## src/rtl/evm_pkg.sv

```systemverilog
// evm_pkg: shared ballot/EVM types, widths and pattern helpers.
package evm_pkg;
   localparam int NUM_CAND = 3;
   localparam int COUNT_W = 32;
   typedef enum logic [2:0] {
      S_IDLE, S_ARMED, S_DEBOUNCE, S_EMIT, S_LOCKOUT, S_REJECT, S_CLOSED
   } state_t;
   function automatic logic multi_hot(input logic [NUM_CAND-1:0] p);
      return (p & (p - NUM_CAND'(1))) != '0;
   endfunction
endpackage

```

## src/rtl/btn_sync.sv

```systemverilog
// btn_sync: two-flop synchronizer for the raw candidate buttons.
module btn_sync #(
   parameter int W = 3
) (
   input  logic         clk,
   input  logic         rst,
   input  logic [W-1:0] d_i,
   output logic [W-1:0] q_o
);
   logic [W-1:0] meta_q, sync_q;
   always_ff @(posedge clk or posedge rst) begin
      if (rst) begin
         meta_q <= '0;
         sync_q <= '0;
      end else begin
         meta_q <= d_i;
         sync_q <= meta_q;
      end
   end
   assign q_o = sync_q;
endmodule

```

## src/rtl/ballot_unit.sv

```systemverilog
// ballot_unit: debounced one-vote-per-release ballot controller driving EVM candidate pulses.
module ballot_unit import evm_pkg::*; #(
   parameter int DEBOUNCE_CYCLES = 4,
   parameter int LOCKOUT_CYCLES = 8
) (
   input  logic               clk,
   input  logic               rst,
   input  logic               enable_vote,
   input  logic               btn1,
   input  logic               btn2,
   input  logic               btn3,
   input  logic               voting_over,
   output logic               cand1,
   output logic               cand2,
   output logic               cand3,
   output logic               ready_led,
   output logic               busy,
   output logic [COUNT_W-1:0] vote_cnt,
   output logic [15:0]        invalid_cnt
);
   localparam logic [7:0] DEB = 8'(DEBOUNCE_CYCLES);
   localparam logic [7:0] LOCK = 8'(LOCKOUT_CYCLES);
   logic [NUM_CAND-1:0] p, pat_q, pat_d;
   state_t state_q, state_d;
   logic [7:0] cnt_q, cnt_d;
   logic [COUNT_W-1:0] vote_cnt_q, vote_cnt_d;
   logic [15:0] invalid_cnt_q, invalid_cnt_d;
   btn_sync #(.W(NUM_CAND)) u_sync (
      .clk (clk),
      .rst (rst),
      .d_i ({btn3, btn2, btn1}),
      .q_o (p)
   );
   always_comb begin
      state_d = state_q;
      pat_d = pat_q;
      cnt_d = cnt_q;
      vote_cnt_d = vote_cnt_q;
      case (state_q)
         S_IDLE: state_d = enable_vote ? S_ARMED : S_IDLE;
         S_ARMED: begin
            if (multi_hot(p)) state_d = S_REJECT;
            else if (p != '0) begin
               state_d = S_DEBOUNCE;
               pat_d = p;
               cnt_d = 8'd1;
            end
         end
         // cnt_q counts matching samples already seen, so EMIT follows the DEBOUNCE_CYCLES-th one
         S_DEBOUNCE: begin
            if (multi_hot(p)) state_d = S_REJECT;
            else if (p != pat_q) state_d = S_ARMED;
            else if (cnt_q == DEB) state_d = S_EMIT;
            else cnt_d = cnt_q + 8'd1;
         end
         S_EMIT: begin
            vote_cnt_d = (&vote_cnt_q) ? vote_cnt_q : vote_cnt_q + COUNT_W'(1);
            state_d = voting_over ? S_CLOSED : S_LOCKOUT;
            cnt_d = 8'd1;
         end
         S_LOCKOUT: begin
            if (cnt_q < LOCK) cnt_d = cnt_q + 8'd1;
            else if (p == '0) state_d = S_IDLE;
         end
         S_REJECT: state_d = (p == '0) ? S_ARMED : S_REJECT;
         S_CLOSED: state_d = S_CLOSED;
         default: state_d = S_IDLE;
      endcase
      if (voting_over && state_q != S_EMIT) state_d = S_CLOSED;
      invalid_cnt_d = (state_d == S_REJECT && state_q != S_REJECT && !(&invalid_cnt_q)) ?
                      invalid_cnt_q + 16'd1 : invalid_cnt_q;
   end
   always_ff @(posedge clk or posedge rst) begin
      if (rst) begin
         state_q <= S_IDLE;
         pat_q <= '0;
         cnt_q <= '0;
         vote_cnt_q <= '0;
         invalid_cnt_q <= '0;
      end else begin
         state_q <= state_d;
         pat_q <= pat_d;
         cnt_q <= cnt_d;
         vote_cnt_q <= vote_cnt_d;
         invalid_cnt_q <= invalid_cnt_d;
      end
   end
   assign {cand3, cand2, cand1} = (state_q == S_EMIT) ? pat_q : '0;
   assign ready_led = state_q == S_ARMED;
   assign busy = state_q inside {S_DEBOUNCE, S_EMIT, S_LOCKOUT, S_REJECT};
   assign vote_cnt = vote_cnt_q;
   assign invalid_cnt = invalid_cnt_q;
endmodule

```

## config.mk

```make
export PLATFORM = sky130hd
export DESIGN_NAME = ballot_unit
export DESIGN_NICKNAME = d
export VERILOG_FILES = /design/src/rtl/evm_pkg.sv /design/src/rtl/btn_sync.sv /design/src/rtl/ballot_unit.sv
export SDC_FILE = /design/constraint.sdc
export NUM_CORES = 1
export LEC_CHECK = 0
export CORE_ASPECT_RATIO = 0.75
export CORE_MARGIN = 2
export CORE_UTILIZATION = 48
export CTS_BUF_LIST = sky130_fd_sc_hd__clkbuf_16
export DETAILED_ROUTE_END_ITERATION = 8
export PLACE_DENSITY = 0.76
export SLEW_MARGIN = 20
export SYNTH_ARGS = -nofsm -noshare
export SYNTH_HDL_FRONTEND = slang
export SYNTH_SLANG_ARGS = --single-unit
```

## constraint.sdc

```tcl
create_clock -name clk -period 1.95 [get_ports clk]
set_input_delay 0.39 -clock clk [delete_from_list [all_inputs] [get_ports clk]]
set_output_delay 0.39 -clock clk [all_outputs]
set_load 0.02 [all_outputs]
```

==> results of run 1 <==
==> cells in the mapped netlist (2+ instances only) <==
library cell	count	area, um2
dfrtp_1	68	1700
xnor2_1	37	324
nand3_1	26	130
nand4_1	21	131
nand2_1	20	75.1
and3_1	19	119
nor2_1	18	67.6
inv_1	13	48.8
o21ai_0	11	55.1
xor2_1	10	87.6
nor4_1	8	50.1
nand2b_1	7	43.8
nor3_1	6	30.0
and4_1	5	43.8
buf_2	5	25.0
nor2b_1	5	31.3
o31ai_1	5	37.5
clkbuf_1	4	15.0
ha_1	4	50.1
mux2_2	4	45.0
a21oi_1	3	15.0
and2_1	3	18.8
nor3b_1	3	22.5
a22oi_1	2	15.0
mux2_4	2	30.0
mux2i_1	2	20.0
nand4b_1	2	17.5
or3_1	2	12.5
==> flip-flops by register name, indices dropped and copies added (netlist names) <==
register,cells
u_sync.q_o,3
invalid_cnt,16
state_q,3
vote_cnt,32
pat_q,3
u_sync.meta_q,3
cnt_q,8
==> cell usage in the layout, fill, tap and decap left out, types with 7 or more instances in the layout <==
cell type	synthesis	routed
and3_1	19	18
nor2_1	18	15
nand2b_1	7	7
buf_4	1	55
xnor2_1	37	37
nand2_1	20	19
nand3_1	26	24
nand4_1	21	21
clkbuf_16	0	9
buf_6	1	11
clkdlybuf4s50_1	0	54
inv_1	13	13
dfrtp_1	68	63
xor2_1	10	10
==> critical path, stage by stage (launching register included) <==
cell and delay [ps]:
dfrtp_2 450, nor4bb_1 450, a22oi_2 180, a31oi_2 330, o31ai_4 160, or2_4 300
o31ai_4 240
==> how the worst min path moves through the flow <==
stage | to | slack [ps]
6_report | u_sync.q_o[1] | 350
2_1_floorplan | u_sync.q_o[0] | 330
3_3_place_gp | u_sync.q_o[2] | 330
3_5_place_dp | u_sync.q_o[1] | 340
4_1_cts | u_sync.q_o[1] | 350
5_1_grt | u_sync.q_o[1] | 360
==> power by group through the flow <==
stage	clock (mW)	sequential (mW)	combinational (mW)
2_1_floorplan	0	1.53	0.100
3_3_place_gp	0	1.50	0.240
3_5_place_dp	0	1.51	0.247
4_1_cts	1.60	1.48	0.264
5_1_grt	1.66	1.48	0.347
6_report	1.58	1.48	0.320
==> kinds of logic after synthesis <==
family                     Yosys count  synth area share
AOI/OAI and AO/OA                   28            0.0587
xor gates and xnor gates            47             0.118
DFF                                 68             0.487
buffers and inverters               25            0.0322
adders and majority gates            5            0.0175
muxes                                8            0.0272
and+or+nand+nor                    156             0.260
==> final cells by class <==
| type | count | share of cell area |
|---|---|---|
| inverter | 13 | 0.0101 |
| timing repair buffer | 127 | 0.219 |
| clock inverter | 7 | 0.0132 |
| multi-input combinational | 244 | 0.364 |
| tap | 98 | 0.0235 |
| clock buffer | 9 | 0.0432 |
| sequential | 68 | 0.327 |
==> through the flow <==
step	utilization	hold slack, ps
2_1_floorplan	-	331
3_5_place_dp	0.660	336
3_3_place_gp	0.660	333
5_1_grt	0.753	355
6_report	0.753	347
4_1_cts	0.719	348
==> metal layers <==
| metal | vias up | GRT usage | wire (um) |
|---|---|---|---|
| li1 | 1459 | - | - |
| met3 | 24 | 0.0595 | 500 |
| met1 | 1524 | 0.310 | 4030 |
| met4 | 0 | 0.0667 | 232 |
| met5 | - | 0 | 0 |
| met2 | 98 | 0.371 | 4760 |
==> repair_timing <==
action	4_1_cts	5_1_grt
setup buffers	8	8
endpoints found under the hold margin	0	0
gates resized for setup	27	55
pin swaps	18	32
endpoints found under the setup margin	29	48
==> results.md, run 1 <==
* Required @ worst endpoint at 2190 ps
* Tot Pwr at 3.38 mW
* Die Y at 77.9 um
* Worst r2r dst: cnt_q[4]
* Synthesized instance count at 337
* Pint at 2.58 mW
* TritonCTS Sinks at 68
* Num CTS Buffers at 9
* Tmin final at 2220 ps
* Clock Skew at 6.04 ps
* PD cells at 649 mW/mm2
* VDD IR max at 478 uV
* Total wire length at 9530 um
* Fmax at 451 MHz
* Antenna Diode Count at 0
* Core area at 0.00693 mm2
* Reg power frac at 0.438
* Fin area at 0.00522 mm2
* R2r worst-path depth at 6
* Clock share of power at 0.467
* CP startpoint kind: flop
* CP endpoint: cnt_q[4]
* Seq/Total Area, Yosys at 0.487
* Sw power at 0.802 mW
* Critical Path Sink Type: flop
* Switch share at 0.237
* Final nets at 474
* DP Worst Slack at -167 ps
* Status: finished, violations left
* Initial Utilization at 0.505
* Failing checks: negative setup slack
* Mapped Nets at 348
* Filler cells at 451
* Combinational share of power at 0.095
* CP arrival at 2450 ps
* Sum Neg Setup Slack at -3230 ps
* Layout cell share with drive strength beyond 1 at 0.301
* DR vias at 3105
* Synth async-reset ratio at 1.00
* Critical Path Fanout Max at 6
* Hold Crit Start: u_sync.meta_q[1]
* Setup violations, final at 24
* Hold Path Cell Cnt at 0
* Gr ovfl total at 0
* H-tree levels at 3
* Largest net degree at the start of global routing at 69
* HPWL after DPL at 5980 um
* First-pass GRT wire length at 14500 um
* Die Wd at 103 um
* FF/Latch Area at 0.00171 mm2
* RSZ-0062 raised after global routing: yes
* Reg clk slew, reported paths at 50 ps
* Number of primary I/O pins at 60
* Synth cell types at 50
* Mapped Avg Cell Area at 10.4 um2
* GP Congestion at 0.868
* R2R Setup Slk at -270 ps
* WL/cell at 16.8 um
* PnR worst setup slack at -266 ps
* Number of global-route vias before repair at 3006
* Worst Setup SP: u_sync.q_o[0]
* Total Routing Usage GR at 0.232
* CTS Root Cell: clkbuf_16
* Cell Area, Placed at 0.00457 mm2
* Ys flop type: dfrtp_1
* Post-Syn Area at 0.00350 mm2
* Crit path kind: flop to flop
* Initial antenna violation count at 0
* Final Hold Vio Count at 0
* Die Area at 0.00799 mm2
* Synthesized flop and latch total at 68
* Clk_lat worst skew at 330 ps
* IO Port Bufs at 59
* Max_cap viols at 0
* Critical R2R Launch: u_sync.q_o[0]
* Cell Count, Final, Fillers Out at 566
* Static leakage at 2.26 nW
* Row count at 26
* Initial DRC count at 233
* Area grow syn2layout at 49.2%
* Post-route ant nets at 0
* YS warnings at 0
* Placed cell count at 534
* Slew @ Worst Pin at 450 ps
* # hold bufs at CTS at 0
* Area of the multi-input gates at 0.00190 mm2
* Part of the cycle the worst path needs at 1.14
* DR DRC count at 0
* Slew Viols, Final at 0
* HP Class: flop to flop
* Number of enable flip-flop cells after synthesis at 0
* First-pass DRT Iterations at 4
* Vias/cell at 5.49
* Rel. slew slack at 0.697
* Clk buf depth at 2
* TritonCTS clock tree: done
Power figures use the tool's default switching activity.
==> run 2: changes to the inputs <==
--- a/config.mk
+++ b/config.mk
@@ -10,8 +10,9 @@
 export CORE_UTILIZATION = 48
 export CTS_BUF_LIST = sky130_fd_sc_hd__clkbuf_16
 export DETAILED_ROUTE_END_ITERATION = 8
-export PLACE_DENSITY = 0.76
+export PLACE_DENSITY = 0.77
 export SLEW_MARGIN = 20
 export SYNTH_ARGS = -nofsm -noshare
 export SYNTH_HDL_FRONTEND = slang
+export SYNTH_HIERARCHICAL = 1
 export SYNTH_SLANG_ARGS = --single-unit
==> run 2 against run 1 <==
  * The flow still finishes with violations (negative setup slack)
  * Largest cell class unchanged
  * Non-clock buffer count increased by 30
  * Global-route usage is 3.5 points higher
  * Design area up 6.2%
  * Critical path depth rose by 1
  * Largest power group is now sequential cells
  * Via count increased by 9.6%
  * Power grew 3.3%
  * Wire length increased by 15%
  * Hold slack got worse by 13 ps
  * First-iteration DRC count is 36% higher
  * Sequential share of layout area decreased by 1.7 points
==> results.md, run 2 <==
* Max_cap viols at 0
* Rel. slew slack at 0.706
* Pint at 2.57 mW
* Status: finished, violations left
* Sw power at 0.925 mW
* Antenna Diode Count at 0
* VDD IR max at 500 uV
* DR vias at 3404
* Die Area at 0.00776 mm2
* TritonCTS Sinks at 68
* Clk buf depth at 2
* Combinational share of power at 0.158
* WL/cell at 18.9 um
* Core area at 0.00683 mm2
* Num CTS Buffers at 9
* Total wire length at 11000 um
* Tmin final at 2290 ps
* First-pass DRT Iterations at 6
* Top Family by Delay on Critical Path: simple AND/OR/NAND/NOR gates
* Failing checks: negative setup slack
* Final nets at 503
* Critical Path Fanout Max at 6
* Synth top area share at 0.502
* Worst-path cell chain: or4_4, or4_1, nand2_2, a211oi_4, buf_6, o31ai_1, o21ai_1
* Complex-gate fraction of the synthesized area at 0.0900
* Initial DRC count at 317
* Critical path's largest stage delay at 570 ps
* Critical-path top delay cell: or4_4
* Number of primary I/O pins at 60
* Static leakage at 2.57 nW
* Area grow syn2layout at 63.3%
* RSZ-0062 raised after global routing: yes
* Mapped Nets at 342
* Die Y at 76.8 um
* Initial antenna violation count at 0
* Required @ worst endpoint at 2140 ps
* Largest family of logic cells by synthesized area: simple AND/OR/NAND/NOR gates
* Crit path kind: flop to flop
* Ys flop type: dfrtp_1
* Critical Path Sink Type: flop
* Clk_lat worst skew at 330 ps
* Switch share at 0.264
* DR DRC count at 0
* PnR worst setup slack at -338 ps
* PD cells at 631 mW/mm2
* Post-synthesis adder-cell area fraction at 0.0148
* Row count at 26
* Synthesized flop and latch total at 68
* Number of global-route vias before repair at 3366
* Tot Pwr at 3.50 mW
* Clock Skew at 6.55 ps
* CP startpoint kind: flop
* Reg power frac at 0.441
* Mapped Avg Cell Area at 10.2 um2
* Slew @ Worst Pin at 440 ps
* Die Wd at 101 um
* Most frequent cells in the layout: 85 x buf_4, 54 x dfrtp_1, 53 x clkdlybuf4s50_1
* WP buf/inv at 1
* CTS Root Cell: clkbuf_16
* First-pass GRT wire length at 16300 um
* HP Class: primary input to async pin
* Max FFs per register at 32
* Number of enable flip-flop cells after synthesis at 0
* Simple-Gate Fraction of Synth Area at 0.241
* Synth async-reset ratio at 1.00
* Synth top cells by count: 68 x dfrtp_1, 30 x nor2_1, 25 x xnor2_1
* Layout cell share with drive strength beyond 1 at 0.400
* Gr ovfl total at 0
* Post-Syn Area at 0.00339 mm2
* Vias/cell at 5.86
* Setup violations, final at 32
* Largest net degree at the start of global routing at 25
* Reg clk slew, reported paths at 50 ps
* Synth area leaders: dfrtp_1 50%, xnor2_1 6.5%, xor2_1 4.6%
* Post-Synth XOR/XNOR Area at 0.111
* H-tree levels at 3
* Slew Viols, Final at 0
* Total Routing Usage GR at 0.267
* Fmax at 437 MHz
* Synth cell types at 42
* Post-route ant nets at 0
* Most common cell after layout, fill and taps aside: buf_4
* Final Hold Vio Count at 0
* TritonCTS clock tree: done
* HPWL after DPL at 6380 um
* Final core utilization at 0.811
* Clock share of power at 0.401
* CP arrival at 2480 ps
* Part of the cycle the worst path needs at 1.17
* YS warnings at 6
* # hold bufs at CTS at 0
* Yosys top cell by area: dfrtp_1
* Initial Utilization at 0.496
* GP Congestion at 0.887
* Synthesized instance count at 331
* Most common cell in the netlist: dfrtp_1
* IO Port Bufs at 59
* Seq/Total Area, Yosys at 0.502
* Mux contribution to synthesized area at 0.0232
==> run 2: power groups by stage <==
stage / combinational, mW / clock, mW / sequential [mW]
2_1_floorplan: 0.219 / 0 / 1.56
3_3_place_gp: 0.424 / 0 / 1.54
3_5_place_dp: 0.437 / 0 / 1.55
4_1_cts: 0.494 / 1.41 / 1.53
5_1_grt: 0.598 / 1.49 / 1.55
6_report: 0.552 / 1.40 / 1.54
==> run 2: through the flow <==
| stage | setup slack, ps | cell area, um2 | cells | hold WS, ps | TNS [ps] |
|---|---|---|---|---|---|
| after CTS | -223 | 5260 | 572 | 320 | -3190 |
| after global routing | -363 | 5540 | 581 | 342 | -7100 |
| after global placement | -190 | 4780 | 547 | 337 | -2210 |
| after floorplan | -249 | 3490 | 331 | 181 | -3880 |
| after detailed placement | -228 | 4780 | 547 | 336 | -3190 |
| final | -338 | 5540 | 581 | 334 | -4730 |
==> run 2: what timing repair did <==
item                                    in CTS  in global routing
buffers inserted                             8                 10
cloned                                       1                  0
pin swaps                                   12                 20
endpoints found under the setup margin      41                 54
resized for setup                           40                 49
==> run 2: cells by family (layout without fill, tap and decap cells) <==
logic type,Yosys count,in the layout
muxes,7,7
DFF,68,68
and+or+nand+nor,150,150
adders and majority gates,4,4
xor gates and xnor gates,43,43
buffers and inverters,16,182
AOI/OAI and AO/OA,43,43
==> run 2: area by class of cell <==
type,count,area (um2)
clock buffer,9,225
clock inverter,7,28.8
fill,374,1290
inverter,9,33.8
multi-input combinational,247,2040
sequential,68,1720
tap,84,105
timing repair buffer,157,1390
==> run 2: worst paths after layout <==
path                                  start         endpoint  slack [ps]  cells after the start
setup / recovery                   cnt_q[5]         cnt_q[4]        -340                      7
hold / removal                          rst  invalid_cnt[12]         330                      2
setup reg to reg                   cnt_q[5]         cnt_q[4]        -340                      7
hold reg to reg            u_sync/meta_q[0]    u_sync/q_o[0]         350                      0
max in group asynchronous               rst   invalid_cnt[9]        1170                      3
min in group clk           u_sync/meta_q[0]    u_sync/q_o[0]         350                      0
==> run 2: metal layers <==
| metal | GRT usage | up-vias | wire length, um |
|---|---|---|---|
| li1 | - | 1514 | - |
| met3 | 0.0675 | 43 | 757 |
| met2 | 0.423 | 178 | 5410 |
| met4 | 0.0892 | 0 | 379 |
| met1 | 0.358 | 1669 | 4440 |
| met5 | 0 | - | 0 |
==> run 3: changes to the inputs <==
--- a/config.mk
+++ b/config.mk
@@ -6,11 +6,10 @@
 export NUM_CORES = 1
 export LEC_CHECK = 0
 export CORE_ASPECT_RATIO = 0.75
-export CORE_MARGIN = 2
 export CORE_UTILIZATION = 48
 export CTS_BUF_LIST = sky130_fd_sc_hd__clkbuf_16
 export DETAILED_ROUTE_END_ITERATION = 8
-export PLACE_DENSITY = 0.77
+export PLACE_DENSITY_LB_ADDON = 0.1
 export SLEW_MARGIN = 20
 export SYNTH_ARGS = -nofsm -noshare
 export SYNTH_HDL_FRONTEND = slang
==> run 3 against run 2 <==
  * The flow still finishes with violations (negative setup slack)
  * Cell count grew 0.17%
  * Hold slack lost 5.9 ps
  * Core utilization grew 0.40 points
  * First-iteration DRC count shrank 40%
  * Non-clock buffer count grew 1
  * Register-to-register slack gained 100 ps
  * Critical endpoint is now invalid_cnt[11]
  * Largest cell class unchanged
  * Largest power group is now clock
  * Highest routed layer unchanged
==> results.md, run 3 (synthesis gave the netlist of run 2 again) <==
* Static leakage at 2.55 nW
* Antenna Diode Count at 0
* Row count at 26
* Most common cell after layout, fill and taps aside: buf_4
* PnR worst setup slack at -236 ps
* Part of the cycle the worst path needs at 1.12
* Fmax at 457 MHz
* Area grow syn2layout at 64.1%
* Gr ovfl total at 0
* HPWL after DPL at 6010 um
* Worst-path cell chain: or4_4, o32ai_4, a221oi_2, or4_4, nor2_2, xor2_1
* Reg clk slew, reported paths at 50 ps
* Clk buf depth at 2
* Total wire length at 9270 um
* Final Hold Vio Count at 0
* Tot Pwr at 3.65 mW
* Die Area at 0.00741 mm2
* IO Port Bufs at 59
* Most frequent cells in the layout: 89 x buf_4, 53 x clkdlybuf4s50_1, 52 x dfrtp_1
* Clock Skew at 7.01 ps
* Initial antenna violation count at 0
* DP Worst Slack at -250 ps
* Vias/cell at 5.44
* VDD IR max at 704 uV
* R2r worst-path depth at 6
* TritonCTS clock tree: done
* Largest net degree at the start of global routing at 63
* CP arrival at 2430 ps
* Initial DRC count at 190
* Required @ worst endpoint at 2190 ps
* H-tree levels at 3
* Max_cap viols at 0
* Failing checks: negative setup slack
* Max FFs per register at 32
* HP Class: primary input to async pin
* Tmin final at 2190 ps
* PD cells at 656 mW/mm2
* CTS Root Cell: clkbuf_16
* Crit path kind: flop to flop
* Slew @ Worst Pin at 463 ps
* CP dominant cell by count: or4_4
* Post-route ant nets at 0
* Rel. slew slack at 0.690
* CP startpoint kind: flop
* Critical-path top delay cell: or4_4
* DR DRC count at 0
* Final nets at 504
* Clk_lat worst skew at 330 ps
* First-pass GRT wire length at 14600 um
* DR vias at 3164
* First-pass DRT Iterations at 4
* Slew Viols, Final at 0
* Die Y at 74.8 um
* Core area at 0.00683 mm2
* Initial Utilization at 0.496
* Layout cell share with drive strength beyond 1 at 0.414
* Critical path's largest stage delay at 570 ps
* TritonCTS Sinks at 68
* Critical Path Sink Type: flop
* Die Wd at 99.1 um
* Total Routing Usage GR at 0.258
* Setup violations, final at 27
* Critical Path Fanout Max at 4
* Number of primary I/O pins at 60
* GP Congestion at 0.840
* Status: finished, violations left
* Num CTS Buffers at 9
* RSZ-0062 raised after global routing: yes
* WL/cell at 15.9 um
* Number of global-route vias before repair at 2939
-- run 3: cell count changes in the layout (fill, tap and decap cells not counted), moves of 3 or more --
cell     before  now
nor2_2        3    6
nor2_4        5    2
o31ai_1       4    1
o31ai_4       1    6
buf_4        85   89
-- run 3: through the flow --
step / instance area (um2) / util / setup TNS [ps] / hold WS, ps / instances
2_1_floorplan: 3490 / - / -3880 / 181 / 331
3_3_place_gp: 4790 / 0.702 / -2610 / 332 / 550
3_5_place_dp: 4790 / 0.702 / -3680 / 336 / 550
4_1_cts: 5320 / 0.778 / -3280 / 334 / 574
5_1_grt: 5570 / 0.815 / -5250 / 354 / 582
6_report: 5570 / 0.815 / -3550 / 328 / 582
-- run 3: report_power, final --
group | switching, mW | total (mW) | internal (mW) | leakage (nW)
Sequential | 0.0663 | 1.53 | 1.47 | 0.898
Combinational | 0.284 | 0.561 | 0.277 | 1.51
Clock | 0.591 | 1.55 | 0.964 | 0.148
-- run 3: path summary, 6_finish.rpt --
path	startpoint	end	slack (ps)
worst min-delay path	rst	u_sync/meta_q[0]	330
max in group asynchronous	rst	vote_cnt[12]	1160
worst max register to register	cnt_q[5]	invalid_cnt[11]	-240
worst min register to register	u_sync/meta_q[0]	u_sync/q_o[0]	350
worst max-delay path	cnt_q[5]	invalid_cnt[11]	-240
min in group clk	u_sync/meta_q[0]	u_sync/q_o[0]	350
-- run 3: final cells by class --
cell class                 instances  area (um2)
clock buffer                       9         225
clock inverter                     7        53.8
fill                             410        1270
inverter                           9        33.8
multi-input combinational        247        2060
sequential                        68        1720
tap                               84         105
timing repair buffer             158        1370
-- run 3: layer usage --
layer	track usage	vias to the layer above	part of all wire
li1	-	1519	-
met1	0.376	1554	0.48
met2	0.388	81	0.47
met3	0.0529	10	0.044
met4	0.0915	0	0.011
met5	0	-	0
-- run 3: critical path: cells and delay by family (launching register included) --
family | cells | cell delay, ps
DFF | 1 | 380
xor gates and xnor gates | 1 | 170
and+or+nand+nor | 3 | 1230
AOI/OAI and AO/OA | 2 | 330
-- run 3: what timing repair did --
item                                    in CTS  in global routing
resized for setup                           44                 49
hold buffers                                 0                  0
endpoints found under the setup margin      43                 56
gates cloned                                 1                  0
setup buffers                               10                 11
pin swaps                                   23                 20
